$ cat src/rtl/seg_scan_pkg.sv
// seg_scan_pkg: shared constants and types for the seg_scan multiplexed
// seven-segment display driver. Segment patterns are {g,f,e,d,c,b,a},
// active-low.
package seg_scan_pkg;

  // Each digit dwell is divided into this many brightness slices.
  localparam int BRIGHT_SLICES = 8;

  // All segments dark.
  localparam logic [6:0] SEG_BLANK = 7'b1111111;

  // Hex glyphs, indexed by nibble value (index 15 listed first).
  localparam logic [15:0][6:0] HEX_TABLE = {
    7'b0001110,  // F
    7'b0000110,  // E
    7'b0100001,  // d
    7'b1000110,  // C
    7'b0000011,  // b
    7'b0001000,  // A
    7'b0010000,  // 9
    7'b0000000,  // 8
    7'b1111000,  // 7
    7'b0000010,  // 6
    7'b0010010,  // 5
    7'b0011001,  // 4
    7'b0110000,  // 3
    7'b0100100,  // 2
    7'b1111001,  // 1
    7'b1000000   // 0
  };

  // Pending write buffer occupancy.
  typedef enum logic {
    BUF_EMPTY = 1'b0,
    BUF_FULL  = 1'b1
  } buf_state_t;

endpackage

$ cat src/rtl/seg_scan_if.sv
// seg_scan_if: write port of the display driver. The master offers a full
// frame of digits (nibbles, decimal points, enables) with a valid/ready
// handshake; the slave is the display driver.
interface seg_scan_if #(
  parameter int DIGITS = 8
);

  logic                  wr_valid;
  logic                  wr_ready;
  logic [4*DIGITS-1:0]   wr_data;
  logic [DIGITS-1:0]     wr_dp;
  logic [DIGITS-1:0]     wr_mask;

  modport master (
    output wr_valid,
    output wr_data,
    output wr_dp,
    output wr_mask,
    input  wr_ready
  );

  modport slave (
    input  wr_valid,
    input  wr_data,
    input  wr_dp,
    input  wr_mask,
    output wr_ready
  );

endinterface

$ cat src/rtl/seg_hex_dec.sv
// seg_hex_dec: combinational hex nibble to active-low seven-segment glyph.
module seg_hex_dec
  import seg_scan_pkg::*;
(
  input  logic [3:0] hex,
  output logic [6:0] seg
);

  // Table lookup of the glyph for the nibble.
  always_comb begin
    seg = HEX_TABLE[hex];
  end

endmodule

$ cat src/rtl/seg_scan.sv
// seg_scan: time-multiplexed seven-segment display driver with a
// double-buffered write port (new data only lands on a frame boundary, so a
// frame never mixes old and new digits), per-dwell PWM brightness and a
// ghosting guard cycle at the start of every dwell.
// Optional feature: define SEG_SCAN_LZB_EN to enable leading-zero blanking.
module seg_scan
  import seg_scan_pkg::*;
#(
  parameter int CLK_FREQ = 50_000_000,
  parameter int DIGIT_HZ = 1000,
  parameter int DIGITS   = 8
) (
  input  logic              clk,
  input  logic              rst_n,
  seg_scan_if.slave         wr,
  input  logic [2:0]        bright,
  output logic [DIGITS-1:0] an,
  output logic [6:0]        seg,
  output logic              dp,
  output logic              frame_tick
);

  localparam int DWELL     = CLK_FREQ / DIGIT_HZ;
  localparam int SLICE_LEN = DWELL / BRIGHT_SLICES;
  localparam int SUB_W     = (SLICE_LEN > 1) ? $clog2(SLICE_LEN) : 1;
  localparam int DIG_W     = (DIGITS > 1) ? $clog2(DIGITS) : 1;

  localparam logic [SUB_W-1:0] SUB_LAST   = SUB_W'(SLICE_LEN - 1);
  localparam logic [2:0]       SLICE_LAST = 3'(BRIGHT_SLICES - 1);
  localparam logic [DIG_W-1:0] DIG_LAST   = DIG_W'(DIGITS - 1);

  // Prescaler split as (slice, cycle within slice) so PWM needs no divider.
  logic [SUB_W-1:0] sub_cnt;
  logic [2:0]       slice_cnt;
  logic [DIG_W-1:0] dig_idx;
  logic [2:0]       bright_q;
  logic             after_guard;

  logic dwell_start;
  logic dwell_end;
  logic frame_wrap;

  buf_state_t buf_state;
  buf_state_t buf_next;
  logic       accept;
  logic       commit;
  logic       ready_q;

  logic [DIGITS-1:0][3:0] pend_data;
  logic [DIGITS-1:0]      pend_dp;
  logic [DIGITS-1:0]      pend_mask;
  logic [DIGITS-1:0][3:0] act_data;
  logic [DIGITS-1:0]      act_dp;
  logic [DIGITS-1:0]      act_mask;

  logic [3:0]        cur_nib;
  logic [6:0]        dec_seg;
  logic              digit_en;
  logic              lit;
  logic [DIGITS-1:0] an_next;
  logic [6:0]        seg_next;
  logic              dp_next;

  assign dwell_start = (slice_cnt == 3'd0) && (sub_cnt == '0);
  assign dwell_end   = (slice_cnt == SLICE_LAST) && (sub_cnt == SUB_LAST);
  assign frame_wrap  = dwell_end && (dig_idx == DIG_LAST);
  assign frame_tick  = frame_wrap;
  assign wr.wr_ready = ready_q;

  // Dwell prescaler and digit index; the digit advances when a dwell ends.
  always_ff @(posedge clk or negedge rst_n) begin
    if (!rst_n) begin
      sub_cnt   <= '0;
      slice_cnt <= '0;
      dig_idx   <= '0;
    end else if (dwell_end) begin
      sub_cnt   <= '0;
      slice_cnt <= '0;
      dig_idx   <= (dig_idx == DIG_LAST) ? '0 : dig_idx + DIG_W'(1);
    end else if (sub_cnt == SUB_LAST) begin
      sub_cnt   <= '0;
      slice_cnt <= slice_cnt + 3'd1;
    end else begin
      sub_cnt   <= sub_cnt + SUB_W'(1);
    end
  end

  // Brightness is held for a whole dwell; after_guard marks the cycle right
  // after the guard so even a one-cycle slice 0 never leaves a digit dark.
  always_ff @(posedge clk or negedge rst_n) begin
    if (!rst_n) begin
      bright_q    <= '0;
      after_guard <= 1'b0;
    end else begin
      after_guard <= dwell_start;
      if (dwell_start) begin
        bright_q <= bright;
      end
    end
  end

  // Pending buffer state register.
  always_ff @(posedge clk or negedge rst_n) begin
    if (!rst_n) begin
      buf_state <= BUF_EMPTY;
    end else begin
      buf_state <= buf_next;
    end
  end

  // Buffer fills on an accepted write and drains only on a frame boundary.
  always_comb begin
    buf_next = buf_state;
    accept   = 1'b0;
    commit   = 1'b0;
    case (buf_state)
      BUF_EMPTY: begin
        if (wr.wr_valid && ready_q) begin
          accept   = 1'b1;
          buf_next = BUF_FULL;
        end
      end
      BUF_FULL: begin
        if (frame_wrap) begin
          commit   = 1'b1;
          buf_next = BUF_EMPTY;
        end
      end
      default: buf_next = BUF_EMPTY;
    endcase
  end

  // Ready is registered so it stays low during reset and rises one cycle later.
  always_ff @(posedge clk or negedge rst_n) begin
    if (!rst_n) begin
      ready_q <= 1'b0;
    end else begin
      ready_q <= (buf_next == BUF_EMPTY);
    end
  end

  // Capture accepted writes, then promote them to the displayed registers.
  always_ff @(posedge clk or negedge rst_n) begin
    if (!rst_n) begin
      pend_data <= '0;
      pend_dp   <= '0;
      pend_mask <= '0;
      act_data  <= '0;
      act_dp    <= '0;
      act_mask  <= '0;
    end else begin
      if (accept) begin
        pend_data <= wr.wr_data;
        pend_dp   <= wr.wr_dp;
        pend_mask <= wr.wr_mask;
      end
      if (commit) begin
        act_data <= pend_data;
        act_dp   <= pend_dp;
        act_mask <= pend_mask;
      end
    end
  end

`ifdef SEG_SCAN_LZB_EN
  logic [DIGITS-1:0] lzb_blank;
  logic              zeros_above;

  // Walk down from the top digit; a zero stays dark while everything above is dark.
  always_comb begin
    lzb_blank   = '0;
    zeros_above = 1'b1;
    for (int i = DIGITS - 1; i > 0; i--) begin
      if (zeros_above && (act_data[i] == 4'd0) && !act_dp[i]) begin
        lzb_blank[i] = 1'b1;
      end
      zeros_above = zeros_above && ((act_data[i] == 4'd0) || !act_mask[i]);
    end
  end

  assign digit_en = act_mask[dig_idx] && !lzb_blank[dig_idx];
`else
  assign digit_en = act_mask[dig_idx];
`endif

  assign cur_nib = act_data[dig_idx];

  seg_hex_dec u_hex_dec (
    .hex (cur_nib),
    .seg (dec_seg)
  );

  // Decide what the current prescaler/digit state should put on the pins.
  always_comb begin
    lit      = digit_en && !dwell_start && ((slice_cnt <= bright_q) || after_guard);
    an_next  = '1;
    seg_next = SEG_BLANK;
    dp_next  = 1'b1;
    if (lit) begin
      an_next[dig_idx] = 1'b0;
    end
    if (digit_en) begin
      seg_next = dec_seg;
      dp_next  = !act_dp[dig_idx];
    end
  end

  // Register the pins so they change cleanly on one clock edge.
  always_ff @(posedge clk or negedge rst_n) begin
    if (!rst_n) begin
      an  <= '1;
      seg <= SEG_BLANK;
      dp  <= 1'b1;
    end else begin
      an  <= an_next;
      seg <= seg_next;
      dp  <= dp_next;
    end
  end

endmodule

$ cat src/flat_wrapper.sv
// flat-port wrapper written by rule: the top's interface ports become plain ports
module seg_scan_flat import seg_scan_pkg::*;
#(
  parameter int CLK_FREQ = 50_000_000,
  parameter int DIGIT_HZ = 1000,
  parameter int DIGITS   = 8
)
  (clk, rst_n, bright, an, seg, dp, frame_tick, wr_wr_valid, wr_wr_data, wr_wr_dp, wr_wr_mask, wr_wr_ready);
  seg_scan_if #(.DIGITS(DIGITS)) wr_i ();
  input  logic clk;
  input  logic rst_n;
  input  logic [2:0] bright;
  output logic [DIGITS-1:0] an;
  output logic [6:0] seg;
  output logic dp;
  output logic frame_tick;
  input wire logic [$bits(wr_i.wr_valid)-1:0] wr_wr_valid;
  input wire logic [$bits(wr_i.wr_data)-1:0] wr_wr_data;
  input wire logic [$bits(wr_i.wr_dp)-1:0] wr_wr_dp;
  input wire logic [$bits(wr_i.wr_mask)-1:0] wr_wr_mask;
  output wire logic [$bits(wr_i.wr_ready)-1:0] wr_wr_ready;
  assign wr_i.wr_valid = wr_wr_valid;
  assign wr_i.wr_data = wr_wr_data;
  assign wr_i.wr_dp = wr_wr_dp;
  assign wr_i.wr_mask = wr_wr_mask;
  assign wr_wr_ready = wr_i.wr_ready;
  seg_scan #(.CLK_FREQ(CLK_FREQ), .DIGIT_HZ(DIGIT_HZ), .DIGITS(DIGITS)) u_core (.clk(clk), .rst_n(rst_n), .wr(wr_i), .bright(bright), .an(an), .seg(seg), .dp(dp), .frame_tick(frame_tick));
endmodule
$ cat config.mk
export PLATFORM = sky130hd
export DESIGN_NAME = seg_scan_flat
export DESIGN_NICKNAME = d
export VERILOG_FILES = /design/src/rtl/seg_scan_pkg.sv /design/src/rtl/seg_scan_if.sv /design/src/rtl/seg_hex_dec.sv /design/src/rtl/seg_scan.sv /design/src/flat_wrapper.sv
export SDC_FILE = /design/constraint.sdc
export NUM_CORES = 1
export LEC_CHECK = 0
export ABC_AREA = 1
export BUFFER_PORTS_ARGS = -buffer_cell sky130_fd_sc_hd__buf_2
export CAP_MARGIN = 15
export CORE_MARGIN = 2
export CORE_UTILIZATION = 45
export CTS_CLUSTER_SIZE = 16
export DETAILED_ROUTE_END_ITERATION = 8
export PLACE_DENSITY = 0.65
export SYNTH_ARGS = -nofsm -noshare
export SYNTH_HDL_FRONTEND = slang
export SYNTH_HIERARCHICAL = 1
export SYNTH_SLANG_ARGS = --single-unit
$ cat constraint.sdc
create_clock -name clk -period 2.6 [get_ports clk]
set_input_delay 0.52 -clock clk [delete_from_list [all_inputs] [get_ports clk]]
set_output_delay 0.52 -clock clk [all_outputs]
set_load 0.05 [all_outputs]
==> flow_summary.json <==
{
  "final_hold_viol_count": 0,
  "powerDensity_mw_per_mm2": 683.6,
  "die_x_um": 123.2,
  "cts-root-buf": "clkbuf_16",
  "crit_path_start_kind": "flop",
  "hold_class": "in -> async",
  "finalSetupTns_ns": 0,
  "drive_gt1_share_pct": 24.48,
  "crit_fanout": 4,
  "grt_pass1_wl_um": 23030,
  "placementRows": 43,
  "slew_violations": 0,
  "port_buffers": 71,
  "syn_to_final_growth_pct": 17.90,
  "synth_edf_count": 0,
  "async_flop_share_pct": 100.0,
  "ys_types": 24,
  "synth_cells": 680,
  "antenna_cells": 0,
  "wl_per_cell_um": 14.24,
  "dp_hpwl_um": 9475,
  "via_per_inst": 5.172,
  "ant_nets": 0,
  "cp.arrival_ns": 1.88,
  "rsz0062_at_grt": "false",
  "yosysMostFrequentCell": "nand2_1",
  "drtIter0Drc": 439,
  "fin_nets": 823,
  "cp.depth": 7,
  "reg2reg_to": "u_core/seg[3]",
  "clockBufferDepth": 2,
  "clkTransAtPathRegs_ns": 0.06,
  "peakVddDrop_mv": 0.5121,
  "drc_errors": 0,
  "layout_setup_ws_ns": 0.1978,
  "clk_latency_ns": 0.42,
  "critical_path_buf_inv_count": 2,
  "slew_headroom_pct": 62.83,
  "path_cells": "inv_1 > ha_1 > nand2_1 > nor2_1 > nand3_2 > nor3_2 > clkbuf_4",
  "synthTopCellsByCount": "198 x nand2_1, 121 x dfrtp_1, 67 x inv_1, 57 x nand4_1, 48 x mux2_2",
  "fin_skew_ns": 0.01096,
  "cp_data_required_time_ns": 2.08,
  "synth_top_cells_by_area": "dfrtp_1 47%, nand2_1 12%, mux2_2 8.5%",
  "yosysTopAreaCell": "dfrtp_1",
  "status": "complete, no violations",
  "cts_inserted_buffers": 17,
  "tritoncts": "yes",
  "worstMarginPinSlew_ns": 0.5576,
  "r2r-start": "u_core/dig_idx[2]",
  "clock-sinks": 137,
  "synth-main-ff-cell": "dfrtp_1",
  "critPathTopFamily": "simple AND/OR/NAND/NOR gates",
  "grt_use_total_pct": 19.52,
  "clock.fmax_mhz": 416.3,
  "gp_congestion": 0.9142,
  "setup_viol": 0,
  "critical_path.max_stage_delay_ns": 0.39,
  "rrSetupSlack_ns": 0.38,
  "nFillCells": 1229,
  "ys_seq_area_share_pct": 53.98,
  "end_kind": "output pin",
  "postRouteWirelength_um": 13440,
  "grt_pass1_vias": 4702,
  "num_vias": 4882,
  "start_util_pct": 46.02,
  "pin_count": 72,
  "ys_warn_count": 6,
  "max-cap-violations": 0,
  "htree_levels": 4,
  "multiInputGateArea_sq_mm": 0.002507,
  "synth_top_area_share_pct": 47.40,
  "critical_path_class": "reg -> out",
  "dieArea_sq_mm": 0.01517,
  "synth_nets": 752,
  "grt-ovfl-total": 0,
  "cts_hold_buffers": 0,
  "antenna_found_initial": 0,
  "dp_slack_ns": 0.4257,
  "seqCellArea_sq_mm": 0.003448,
  "fin_crit_sh_pct": 92.39,
  "post_cts_resized": 0,
  "leakage_uw": 0.003783,
  "grt_max_degree": 56,
  "cpMaxStageDelayCell": "dfrtp_1",
  "period_minus_slack_ns": 2.402,
  "drt_first_pass_iters": 5,
  "coreArea_sq_mm": 0.01388,
  "synth-seq-cells": 137,
  "whs_ns": 0.08881,
  "netlist_area_sq_mm": 0.006389,
  "postCtsSetupBuffers": 0,
  "reg2reg_depth": 14,
  "die_height_um": 123.2,
  "syn_avg_cell_area_sq_um": 9.395
}
## metrics by stage
step,instance area [sq um],utilization (%),std cells,power [uW]
after CTS,7525,54.21,944,5214
after detailed placement,6950,50.07,912,2910
final,7532,54.26,944,5149
after global routing,7532,54.26,944,5380
after global placement,6950,50.07,912,2877
after floorplan,6394,-,680,2731
## layout by cell type, fill, tap and decap left out, types with 12 or more instances in the layout
cell type  instances
nand3_1           32
clkbuf_16         20
a21oi_1           12
inv_1             67
nor2_1            23
ha_1              18
buf_2             69
o21ai_0           17
dfstp_2           16
nand2_1          198
buf_4             14
nand4_1           57
mux2_2            48
dfrtp_1          121
## how the worst max path moves through the flow
| stage | from | end | slack (ns) |
|---|---|---|---|
| 3_5_place_dp | u_core/dig_idx[2] | u_core/seg[3] | 0.43 |
| 2_1_floorplan | u_core/dig_idx[0] | frame_tick | 0.17 |
| 5_1_grt | u_core/sub_cnt[1] | frame_tick | 0.04 |
| 6_report | u_core/sub_cnt[1] | frame_tick | 0.20 |
| 3_3_place_gp | u_core/dig_idx[0] | u_core/wr.wr_ready | 0.50 |
| 4_1_cts | u_core/sub_cnt[1] | frame_tick | 0.07 |
## registers in the layout (all words and copies together), names as in the netlist
signal and cells:
u_core/sub_cnt 13, u_core/after_guard 1, u_core/seg 7, u_core/buf_state 1, u_core/an 8, u_core/bright_q 3
u_core/dig_idx 3, u_core/pend_dp 8, u_core/act_mask 8, u_core/wr.wr_ready 1, u_core/slice_cnt 3, u_core/pend_mask 8
u_core/act_dp 8, u_core/pend_data 32, u_core/act_data 32, u_core/dp 1
## cell type report
cell class	instances	share of cell area (%)
well taps	180	2.990
inverters	69	3.439
flip-flops and latches	137	45.78
repair buffers	87	6.877
multi-input cells	439	33.29
clock inverters	6	0.4153
clock buffers	26	7.209
## layer usage
layer	track usage (%)	routed length (um)
met2	28.61	6226
met5	0	0
met3	5.120	719
met4	6.747	176
met1	28.10	6323
## report_power, final
| part | internal, uW | switching, uW | total [uW] |
|---|---|---|---|
| logic | 209 | 141 | 350 |
| clock network | 1430 | 852 | 2280 |
| registers | 2380 | 136 | 2510 |
| total | 4020 | 1130 | 5150 |
## logic make-up (layout without fill, tap and decap cells)
family / after synthesis / after routing / share of synthesized area, %
AO/OA/AOI/OAI: 39 / 39 / 3.310
XOR/XNOR: 3 / 3 / 0.4114
AND/OR/NAND/NOR: 331 / 331 / 23.31
buffers and inverters: 104 / 188 / 7.011
multiplexers: 48 / 48 / 8.461
adder cells (fa/ha/maj): 18 / 18 / 3.525
flip-flops: 137 / 137 / 53.98
No activity file was read; power rests on OpenSTA's default activity.
